==> src/rtl/exec_pkg.sv <==
// ---------------------------------------------------------------------------
// exec_pkg
// Shared types and helpers for the parametrised execute stage.
//   opcode_e   : 4-bit opcode map; codes 0-7 match the original 8-bit unit
//   state_e    : execute-stage FSM states
//   is_mem_op  : true for the two opcodes that use the data-memory port
//   is_jump_op : true for the four jump opcodes
//   jump_taken : branch decision; the caller reduces reg1 to zero/sign flags
//                so the helper stays independent of the data width
// ---------------------------------------------------------------------------
package exec_pkg;

  typedef enum logic [3:0] {
    OP_JMP  = 4'd0,
    OP_LOD  = 4'd1,
    OP_STR  = 4'd2,
    OP_ADD  = 4'd3,
    OP_ADDI = 4'd4,
    OP_LODI = 4'd5,
    OP_NAND = 4'd6,
    OP_JEQZ = 4'd7,
    OP_SUB  = 4'd8,
    OP_AND  = 4'd9,
    OP_OR   = 4'd10,
    OP_XOR  = 4'd11,
    OP_SHL  = 4'd12,
    OP_SHR  = 4'd13,
    OP_JNEZ = 4'd14,
    OP_JLTZ = 4'd15
  } opcode_e;

  typedef enum logic [1:0] {
    ST_IDLE     = 2'd0,
    ST_MEM_WAIT = 2'd1,
    ST_DONE     = 2'd2,
    ST_HOLD     = 2'd3
  } state_e;

  function automatic logic is_mem_op(input opcode_e op);
    return (op == OP_LOD) || (op == OP_STR);
  endfunction

  function automatic logic is_jump_op(input opcode_e op);
    return (op == OP_JMP) || (op == OP_JEQZ) || (op == OP_JNEZ) || (op == OP_JLTZ);
  endfunction

  // reg1_zero: reg1 == 0, reg1_neg: most significant bit of reg1
  function automatic logic jump_taken(input opcode_e op, input logic reg1_zero,
                                      input logic reg1_neg);
    logic taken;
    taken = 1'b0;
    case (op)
      OP_JMP:  taken = 1'b1;
      OP_JEQZ: taken = reg1_zero;
      OP_JNEZ: taken = ~reg1_zero;
      OP_JLTZ: taken = reg1_neg;
      default: taken = 1'b0;
    endcase
    return taken;
  endfunction

endpackage

==> src/rtl/exec_alu.sv <==
// ---------------------------------------------------------------------------
// exec_alu
// Purely combinational datapath for the execute stage. Kept free of any
// sequencing so a second issue slot can reuse it unchanged.
//   op     in  4       opcode (exec_pkg::opcode_e encoding)
//   a      in  DATA_W  first source (reg0)
//   b      in  DATA_W  second source (reg1); low log2(DATA_W) bits = shift amount
//   imm    in  DATA_W  immediate
//   result out DATA_W  ALU result; 0 for memory and jump opcodes
// ---------------------------------------------------------------------------
module exec_alu
  import exec_pkg::*;
#(
  parameter int DATA_W = 8
) (
  input  logic [3:0]        op,
  input  logic [DATA_W-1:0] a,
  input  logic [DATA_W-1:0] b,
  input  logic [DATA_W-1:0] imm,
  output logic [DATA_W-1:0] result
);

  localparam int SH_W = $clog2(DATA_W);

  logic [SH_W-1:0] shamt;
  assign shamt = b[SH_W-1:0];

  // All arithmetic wraps modulo 2^DATA_W; no flags are produced.
  always_comb begin
    result = '0;
    case (opcode_e'(op))
      OP_ADD:  result = a + b;
      OP_ADDI: result = a + imm;
      OP_LODI: result = imm;
      OP_NAND: result = ~(a & b);
      OP_SUB:  result = a - b;
      OP_AND:  result = a & b;
      OP_OR:   result = a | b;
      OP_XOR:  result = a ^ b;
      OP_SHL:  result = a << shamt;
      OP_SHR:  result = a >> shamt;
      default: result = '0;
    endcase
  end

endmodule

==> src/rtl/exec_unit_p.sv <==
// ---------------------------------------------------------------------------
// exec_unit_p
// Parametrised execute stage: ALU ops, conditional jumps and a data-memory
// handshake with optional timeout, sequenced by a four-state FSM.
//   clk, rst        clock and synchronous active-high reset
//   en              instruction valid, held by the pipeline until ready
//   op, reg0, reg1, imm   decoded instruction and operands
//   mem_data_in, mem_ready  memory read data and completion
//   pc_out          jump target (held)
//   val_out         writeback result (held)
//   mem_addr, mem_data_out, mem_we   memory request fields (held)
//   mem_req         memory request level
//   flush_pipeline  one-cycle pulse on a taken jump
//   mem_err         one-cycle pulse on memory timeout
//   ready           one-cycle completion pulse
// ---------------------------------------------------------------------------
module exec_unit_p
  import exec_pkg::*;
#(
  parameter int DATA_W      = 8,
  parameter int ADDR_W      = 8,
  parameter int MEM_TIMEOUT = 0
) (
  input  logic              clk,
  input  logic              rst,
  input  logic              en,
  input  logic [3:0]        op,
  input  logic [DATA_W-1:0] reg0,
  input  logic [DATA_W-1:0] reg1,
  input  logic [DATA_W-1:0] imm,
  input  logic [DATA_W-1:0] mem_data_in,
  input  logic              mem_ready,
  output logic [ADDR_W-1:0] pc_out,
  output logic [DATA_W-1:0] val_out,
  output logic [ADDR_W-1:0] mem_addr,
  output logic [DATA_W-1:0] mem_data_out,
  output logic              mem_req,
  output logic              mem_we,
  output logic              flush_pipeline,
  output logic              mem_err,
  output logic              ready
);

  // Counter only needs to reach MEM_TIMEOUT-1; with timeout disabled it
  // simply wraps and is never compared.
  localparam int CNT_W = (MEM_TIMEOUT > 1) ? $clog2(MEM_TIMEOUT) : 1;
  localparam int TMO_LAST_I = (MEM_TIMEOUT > 0) ? (MEM_TIMEOUT - 1) : 0;
  localparam logic [CNT_W-1:0] TMO_LAST = TMO_LAST_I[CNT_W-1:0];
  localparam logic TMO_EN = (MEM_TIMEOUT != 0);

  state_e             state_q, state_d;
  logic [CNT_W-1:0]   cnt_q, cnt_d;
  logic [DATA_W-1:0]  val_q, val_d;
  logic [ADDR_W-1:0]  pc_q, pc_d;
  logic [ADDR_W-1:0]  addr_q, addr_d;
  logic [DATA_W-1:0]  wdata_q, wdata_d;
  logic               we_q, we_d;
  logic               req_q, req_d;
  logic               flush_q, flush_d;
  logic               err_q, err_d;
  logic               ready_q, ready_d;

  opcode_e            op_e;
  logic [DATA_W-1:0]  alu_res;
  logic [ADDR_W-1:0]  jump_tgt;
  logic [ADDR_W-1:0]  mem_tgt;
  logic               taken;

  assign op_e = opcode_e'(op);

  exec_alu #(
    .DATA_W (DATA_W)
  ) u_alu (
    .op     (op),
    .a      (reg0),
    .b      (reg1),
    .imm    (imm),
    .result (alu_res)
  );

  // Adding only the low ADDR_W bits gives the same result as truncating the
  // full-width sum.
  assign jump_tgt = imm[ADDR_W-1:0] + reg0[ADDR_W-1:0];
  assign mem_tgt  = reg1[ADDR_W-1:0] + imm[ADDR_W-1:0];
  assign taken    = jump_taken(op_e, (reg1 == '0), reg1[DATA_W-1]);

  always_comb begin
    state_d = state_q;
    cnt_d   = cnt_q;
    val_d   = val_q;
    pc_d    = pc_q;
    addr_d  = addr_q;
    wdata_d = wdata_q;
    we_d    = we_q;
    req_d   = req_q;
    flush_d = 1'b0;
    err_d   = 1'b0;
    ready_d = 1'b0;

    // Dropping en aborts whatever is in flight, including a memory request.
    if (!en) begin
      state_d = ST_IDLE;
      req_d   = 1'b0;
    end else begin
      case (state_q)
        ST_IDLE: begin
          if (is_mem_op(op_e)) begin
            addr_d  = mem_tgt;
            wdata_d = reg0;
            we_d    = (op_e == OP_STR);
            req_d   = 1'b1;
            cnt_d   = '0;
            state_d = ST_MEM_WAIT;
          end else begin
            if (is_jump_op(op_e)) begin
              if (taken) begin
                pc_d    = jump_tgt;
                flush_d = 1'b1;
              end
            end else begin
              val_d = alu_res;
            end
            state_d = ST_DONE;
          end
        end

        // Read data is captured for stores too; writeback ignores it.
        ST_MEM_WAIT: begin
          if (mem_ready) begin
            req_d   = 1'b0;
            val_d   = mem_data_in;
            state_d = ST_DONE;
          end else if (TMO_EN && (cnt_q == TMO_LAST)) begin
            req_d   = 1'b0;
            val_d   = '0;
            err_d   = 1'b1;
            state_d = ST_DONE;
          end else begin
            cnt_d = cnt_q + CNT_W'(1);
          end
        end

        ST_DONE: begin
          ready_d = 1'b1;
          state_d = ST_HOLD;
        end

        // Parked until the pipeline lowers en, so an instruction held on
        // the bus never executes twice.
        ST_HOLD: begin
          state_d = ST_HOLD;
        end

        default: begin
          state_d = ST_IDLE;
        end
      endcase
    end
  end

  always_ff @(posedge clk) begin
    if (rst) begin
      state_q <= ST_IDLE;
      cnt_q   <= '0;
      val_q   <= '0;
      pc_q    <= '0;
      addr_q  <= '0;
      wdata_q <= '0;
      we_q    <= 1'b0;
      req_q   <= 1'b0;
      flush_q <= 1'b0;
      err_q   <= 1'b0;
      ready_q <= 1'b0;
    end else begin
      state_q <= state_d;
      cnt_q   <= cnt_d;
      val_q   <= val_d;
      pc_q    <= pc_d;
      addr_q  <= addr_d;
      wdata_q <= wdata_d;
      we_q    <= we_d;
      req_q   <= req_d;
      flush_q <= flush_d;
      err_q   <= err_d;
      ready_q <= ready_d;
    end
  end

  assign pc_out         = pc_q;
  assign val_out        = val_q;
  assign mem_addr       = addr_q;
  assign mem_data_out   = wdata_q;
  assign mem_we         = we_q;
  assign mem_req        = req_q;
  assign flush_pipeline = flush_q;
  assign mem_err        = err_q;
  assign ready          = ready_q;

endmodule

==> config.mk <==
export PLATFORM = sky130hd
export DESIGN_NAME = exec_unit_p
export DESIGN_NICKNAME = d
export VERILOG_FILES = /design/src/rtl/exec_pkg.sv /design/src/rtl/exec_alu.sv /design/src/rtl/exec_unit_p.sv
export SDC_FILE = /design/constraint.sdc
export NUM_CORES = 1
export LEC_CHECK = 0
export ABC_AREA = 1
export BUFFER_PORTS_ARGS = -buffer_cell sky130_fd_sc_hd__buf_2
export CORE_ASPECT_RATIO = 0.6
export CORE_MARGIN = 8
export CORE_UTILIZATION = 40
export DETAILED_ROUTE_END_ITERATION = 16
export HOLD_SLACK_MARGIN = 0.08
export PLACE_DENSITY_LB_ADDON = 0.08
export SETUP_SLACK_MARGIN = 0.4
export SYNTH_ARGS = -nofsm -noshare
export SYNTH_HDL_FRONTEND = slang
export SYNTH_SLANG_ARGS = --single-unit
==> constraint.sdc <==
create_clock -name clk -period 3.4 [get_ports clk]
set_clock_uncertainty 0.1 [all_clocks]
set_input_delay 0.51 -clock clk [delete_from_list [all_inputs] [get_ports clk]]
set_output_delay 0.51 -clock clk [all_outputs]
set_load 0.01 [all_outputs]
Word-level counts from Yosys, hierarchy flattened
Index checks and enable logic that the tools add are counted.
- bitwise logic cells: 9
- reductions and logical operators: 15
- $add $sub $neg: 4
- shift-type cells: 2
- eq/ne operators: 22
- multiplexer cells: 14
- operators by type and width (kind ; count):
    $pmux 8 s10 ; 1
    $eq 4x4->1 const B ; 8
    $add 8x8->8 ; 3
    $mux 8 ; 3
    $eq 4x3->1 const B ; 4
    $pmux 8 s2 ; 1
    $reduce_and 5->1 ; 2
    $and 8x8->8 ; 1
    $eq 4x2->1 const B ; 2
    $logic_not 8->1 ; 1
    $ne 2x2->1 const B ; 4
    $not 8->8 ; 1
    $or 8x8->8 ; 1
    $shl 8x3->8 ; 1
    $shr 8x3->8 ; 1
    $sub 8x8->8 ; 1
    $xor 8x8->8 ; 1
    $pmux 2 s3 ; 1
    $reduce_and 3->1 ; 2
    $not 1->1 ; 5
    $reduce_or 5->1 ; 1
    $eq 2x2->1 const B ; 2
    $eq 4x1->1 const B ; 1
    $logic_not 4->1 ; 1
    9 further kinds ; 17
- input port bits: 40
- output and inout port bits: 37
- flip-flop bits (word level): 38
- logic and storage cells: 75

Logic depth before layout (Yosys ltp)
- depth in word-level cells: 7
- mapped depth: 20
- mapped depth without buffers: 19

By module
From an unflattened synthesis, not the netlist that was laid out.
- cell total of the unflattened synthesis: 676
- area, all modules: 4180.3 um2
- modules (own cells, without submodules) (module ; instances ; area an instance (um2) ; sequential area each (um2) ; cells each):
    exec_unit_p ; 1 ; 2404.8 ; 760.7 ; 345
    exec_alu ; 1 ; 1775.5 ; 0.0 ; 331

Least setup slack after synthesis
OpenSTA, ideal clock, no wires.
- kind: input -> register
- start point: input port reg1[1]
- end point: register val_q[7] (netlist: val_out[7])
- path buffers: 1
- cell stages on the path: 19
- path slack: 778 ps
- arrival: 2452 ps
- data required time: 3230 ps
- cells stage by stage: inv_2 > buf_2 > ha_1 > nand3_2 > nor2_2 > nand2_1 > nand2_1 > xor2_1 > inv_1 > ha_1 > nand2_1 > inv_1 > a21oi_1 > nand2_1 > nand3_1 > nand3_1 > nand3_1 > nand2_1 > a21oi_1
- cells in the longest elaborated chain, start to end: 5
- RTL lines (element ; line ; source):
    start, declared ; exec_unit_p.sv:29 ; input logic [DATA_W-1:0] reg1,
    $sub 8x8->8, or another cell as far along ; exec_alu.sv:36 ; OP_SUB: result = a - b;
    $pmux 8 s10 (*) ; exec_alu.sv:31 ; case (opcode_e'(op))
    $mux 8 (*) ; exec_unit_p.sv:115 ; if (is_jump_op(op_e)) begin
    $mux 8 (*) ; exec_unit_p.sv:107 ; if (is_mem_op(op_e)) begin
    $pmux 8 s2 (*) ; exec_unit_p.sv:105 ; case (state_q)
    end signal, assigned ; exec_unit_p.sv:177 ; val_q <= val_d;
    end, declared ; exec_unit_p.sv:53 ; logic [DATA_W-1:0] val_q, val_d;
Every way passes the cells marked *; elsewhere a longest branch is shown, timed or not. The select of a mux whose other input is x is not followed.
A chain may end at the register's enable or synchronous reset.

Final worst setup path
- start point: input port reg1[0]
- end point: register val_q[7] (netlist: val_out[7])
Same word-level chain as after synthesis.

==> results by group <==
Placed design
  • Hpwl dp: 12.3 mm
  • Placed cell area: 4400 um^2
  • Gpl congestion: 1.02
  • Input/output buffers: 75
  • Inst Count DP: 824
  • Pre-CTS setup slack: 503 ps

Clock network
  • TritonCTS Sinks: 38
  • CTS tree: yes
  • CTS Hold Bufs: 0
  • CTS buffer count: 5
  • CTS resizes: 0
  • Clk_lat worst skew: 280 ps
  • Setup Buffers After CTS: 0
  • Max clock buf depth: 2
  • CTS clk-pin slew, worst paths: 60 ps
  • Root Driver: clkbuf_16
  • H-tree levels: 2

Worst setup path
  • FF-to-FF End: val_out[4]
  • WP data required: 3520 ps
  • Slowest cell on crit path: ha_1
  • FF-to-FF path depth: 5
  • Crit path max-delay family: simple AND/OR/NAND/NOR gates
  • Most common cell type on the critical path: nand2_1
  • Crit path buffers/inverters: 4
  • Critical R2R Launch: state_q[0]
  • Max Fanout on Critical Path: 10
  • CP arrival: 2780 ps
  • Crit path capture type: flop
  • WS Path Type: in -> reg
  • Flop2flop setup slack: 1590 ps
  • Cells along the critical path: buf_2, inv_2, ha_1, nand3_2, nor2_2, nand2_1, nand2_1, xor2_1, inv_1, ha_1, nand2_1, inv_1, a21oi_1, nand2_1, nand3_1, nand3_1, nand3_1, nand2_1, a21oi_1
  • Type of origin of the critical path: input pin
  • Slowest stage delay, CP: 320 ps

STA
  • Crit path time final: 2660 ps
  • Max-slew violations: 0
  • Worst hold slack: 317 ps
  • Setup TNS: 0 ps
  • Slew at the pin closest to its max-slew limit: 590 ps
  • Final setup violation count: 0
  • Relative slew slack: 60.3%
  • RSZ-0062 raised after global routing: false
  • Tcrit/Tclk final: 78.3%
  • Fmax achieved: 0.376 GHz
  • Setup ws final: 737 ps
  • Fin. Hold Viols: 0

Pwr
  • PD cells: 334 nW/um^2
  • Pleak: 2.42 nW
  • Tot Pwr: 1.52 mW
  • VDD IR max: 213 uV

Route
  • Final WL: 14.8 mm
  • Vias: 4,443
  • Antenna Violating Nets Remaining: 0
  • DR iter-0 viols: 342
  • Avg Vias per Cell: 5.34
  • Drt pass-1 iters: 5
  • Per-cell routed wire length: 17.8 um
  • # DRC: 0

Synthesis
  • FF+latch count, synth: 38
  • Async SR Flop Fraction: 0%
  • Cell with the most instances after synthesis: nand2_1
  • Most common flop cell mapped by yosys: dfxtp_1
  • Area leader, netlist: dfxtp_1
  • Number of distinct library cells after synthesis: 42
  • Yosys warns: 0
  • Synth top area share: 19.5%
  • Synth top area cells: dfxtp_1 19%, nand2_1 16%, ha_1 12%
  • Mapped cell area: 3910 um^2
  • Mapped Cells: 624
  • Post-Syn Area per Cell: 6.26 um^2
  • Sequential share of the synthesized area: 19.5%
  • Post-synth EDFFs: 0
  • Post-Syn Nets: 706
  • Top post-synthesis cells by count: 165 x nand2_1, 71 x inv_1, 53 x a21oi_1, 44 x nor2_1, 41 x nand3_1

Min path
  • Hold Crit Start: mem_ready
  • Hold Path Depth: 2
  • Min-Delay Endpoint: mem_req
  • Hold Crit Class: in -> reg

GRT
  • Gr usage total: 22.2%
  • Initial antenna violation count: 1
  • Gr ovfl total: 0
  • Vias in the first global route: 4,155
  • Largest net degree at the start of global routing: 31
  • First-pass GRT wire length: 22.6 mm

Floorplan
  • Die W: 144 um
  • # rows: 28
  • Initial Utilization: 40.4%
  • Ports: 77
  • Core ar.: 9670 um^2
  • Die area: 13,300 um^2
  • Die Y: 92.6 um

Cells and area
  • Non-Filler Cell Area, Final: 4560 um^2
  • Core Util, Final: 47.2%
  • Layout Area Growth over Synthesis: 16.6%
  • Non-filler instance count after layout: 832
  • Final antenna diode count: 0
  • Share of layout cells above drive strength 1: 19.9%
  • Net count, final: 778
  • FILL cells: 1,114

Run status
  • Outcome: completed

Run
  • Number of max-cap violations: 0
-- routing by layer --
| layer | GRT usage [%] | vias to the layer above | part of all wire [%] |
|---|---|---|---|
| met2 | 31.7 | 193 | 40 |
| li1 | - | 2173 | - |
| met3 | 8.83 | 15 | 11 |
| met4 | 2.87 | 2 | 0.67 |
| met5 | 0 | - | 0.088 |
| met1 | 31.4 | 2060 | 48 |
-- cells in the final DEF, fill, tap and decap left out, drive strengths merged, types with 2 or more instances in the layout --
master,n
a211oi,4
a21oi,53
and2,2
buf,79
clkbuf,7
dfxtp,38
fa,3
ha,39
inv,80
nand2,173
nand3,44
nand3b,2
nand4,10
nor2,65
nor3,4
nor3b,2
o211ai,6
o21a,3
o21ai,54
or2,8
xnor2,4
xor2,11
-- cell type report --
cell class	count	area [um^2]	share of cell area, %
Multi-Input combinational cell	491	2760	60.4
Clock buffer	7	133	2.91
Sequential cell	38	761	16.7
Clock inverter	1	30.0	0.659
Timing Repair Buffer	79	405	8.89
Inverter	81	307	6.72
Tap cell	135	169	3.70
-- cell families after synthesis --
kind of cell	share of synthesized area, %
adders and majority gates	14.0
AOI/OAI and AO/OA	17.2
xor gates and xnor gates	3.36
buffers and inverters	10.1
and+or+nand+nor	35.9
DFF	19.5
other	0.0959
-- worst register-to-register path: stages (launching register included) --
cell,delay (ps)
dfxtp_1,390
nand2_1,270
o21ai_1,280
nand3_2,310
a21oi_1,260
a21oi_1,90
-- registers in the layout (all words and copies together) (netlist names) --
name,flops
ready,1
mem_data_out,8
pc_out,8
mem_addr,8
flush_pipeline,1
val_out,8
mem_req,1
state_q,2
mem_we,1
-- worst max path at each step --
| stage | start | to | cells past startpoint |
|---|---|---|---|
| final | reg1[0] | val_out[7] | 19 |
| after global routing | reg1[0] | val_out[7] | 19 |
| after CTS | reg1[0] | val_out[7] | 19 |
| after detailed placement | reg1[0] | val_out[7] | 19 |
| after global placement | reg1[0] | val_out[7] | 19 |
| after floorplan | reg1[1] | val_out[7] | 19 |
-- report_power, final --
| part | switching [mW] | internal (mW) |
|---|---|---|
| Combinational | 0.339 | 0.177 |
| Sequential | 0.0108 | 0.466 |
| Clock | 0.184 | 0.347 |
Power figures use the tool's default switching activity.
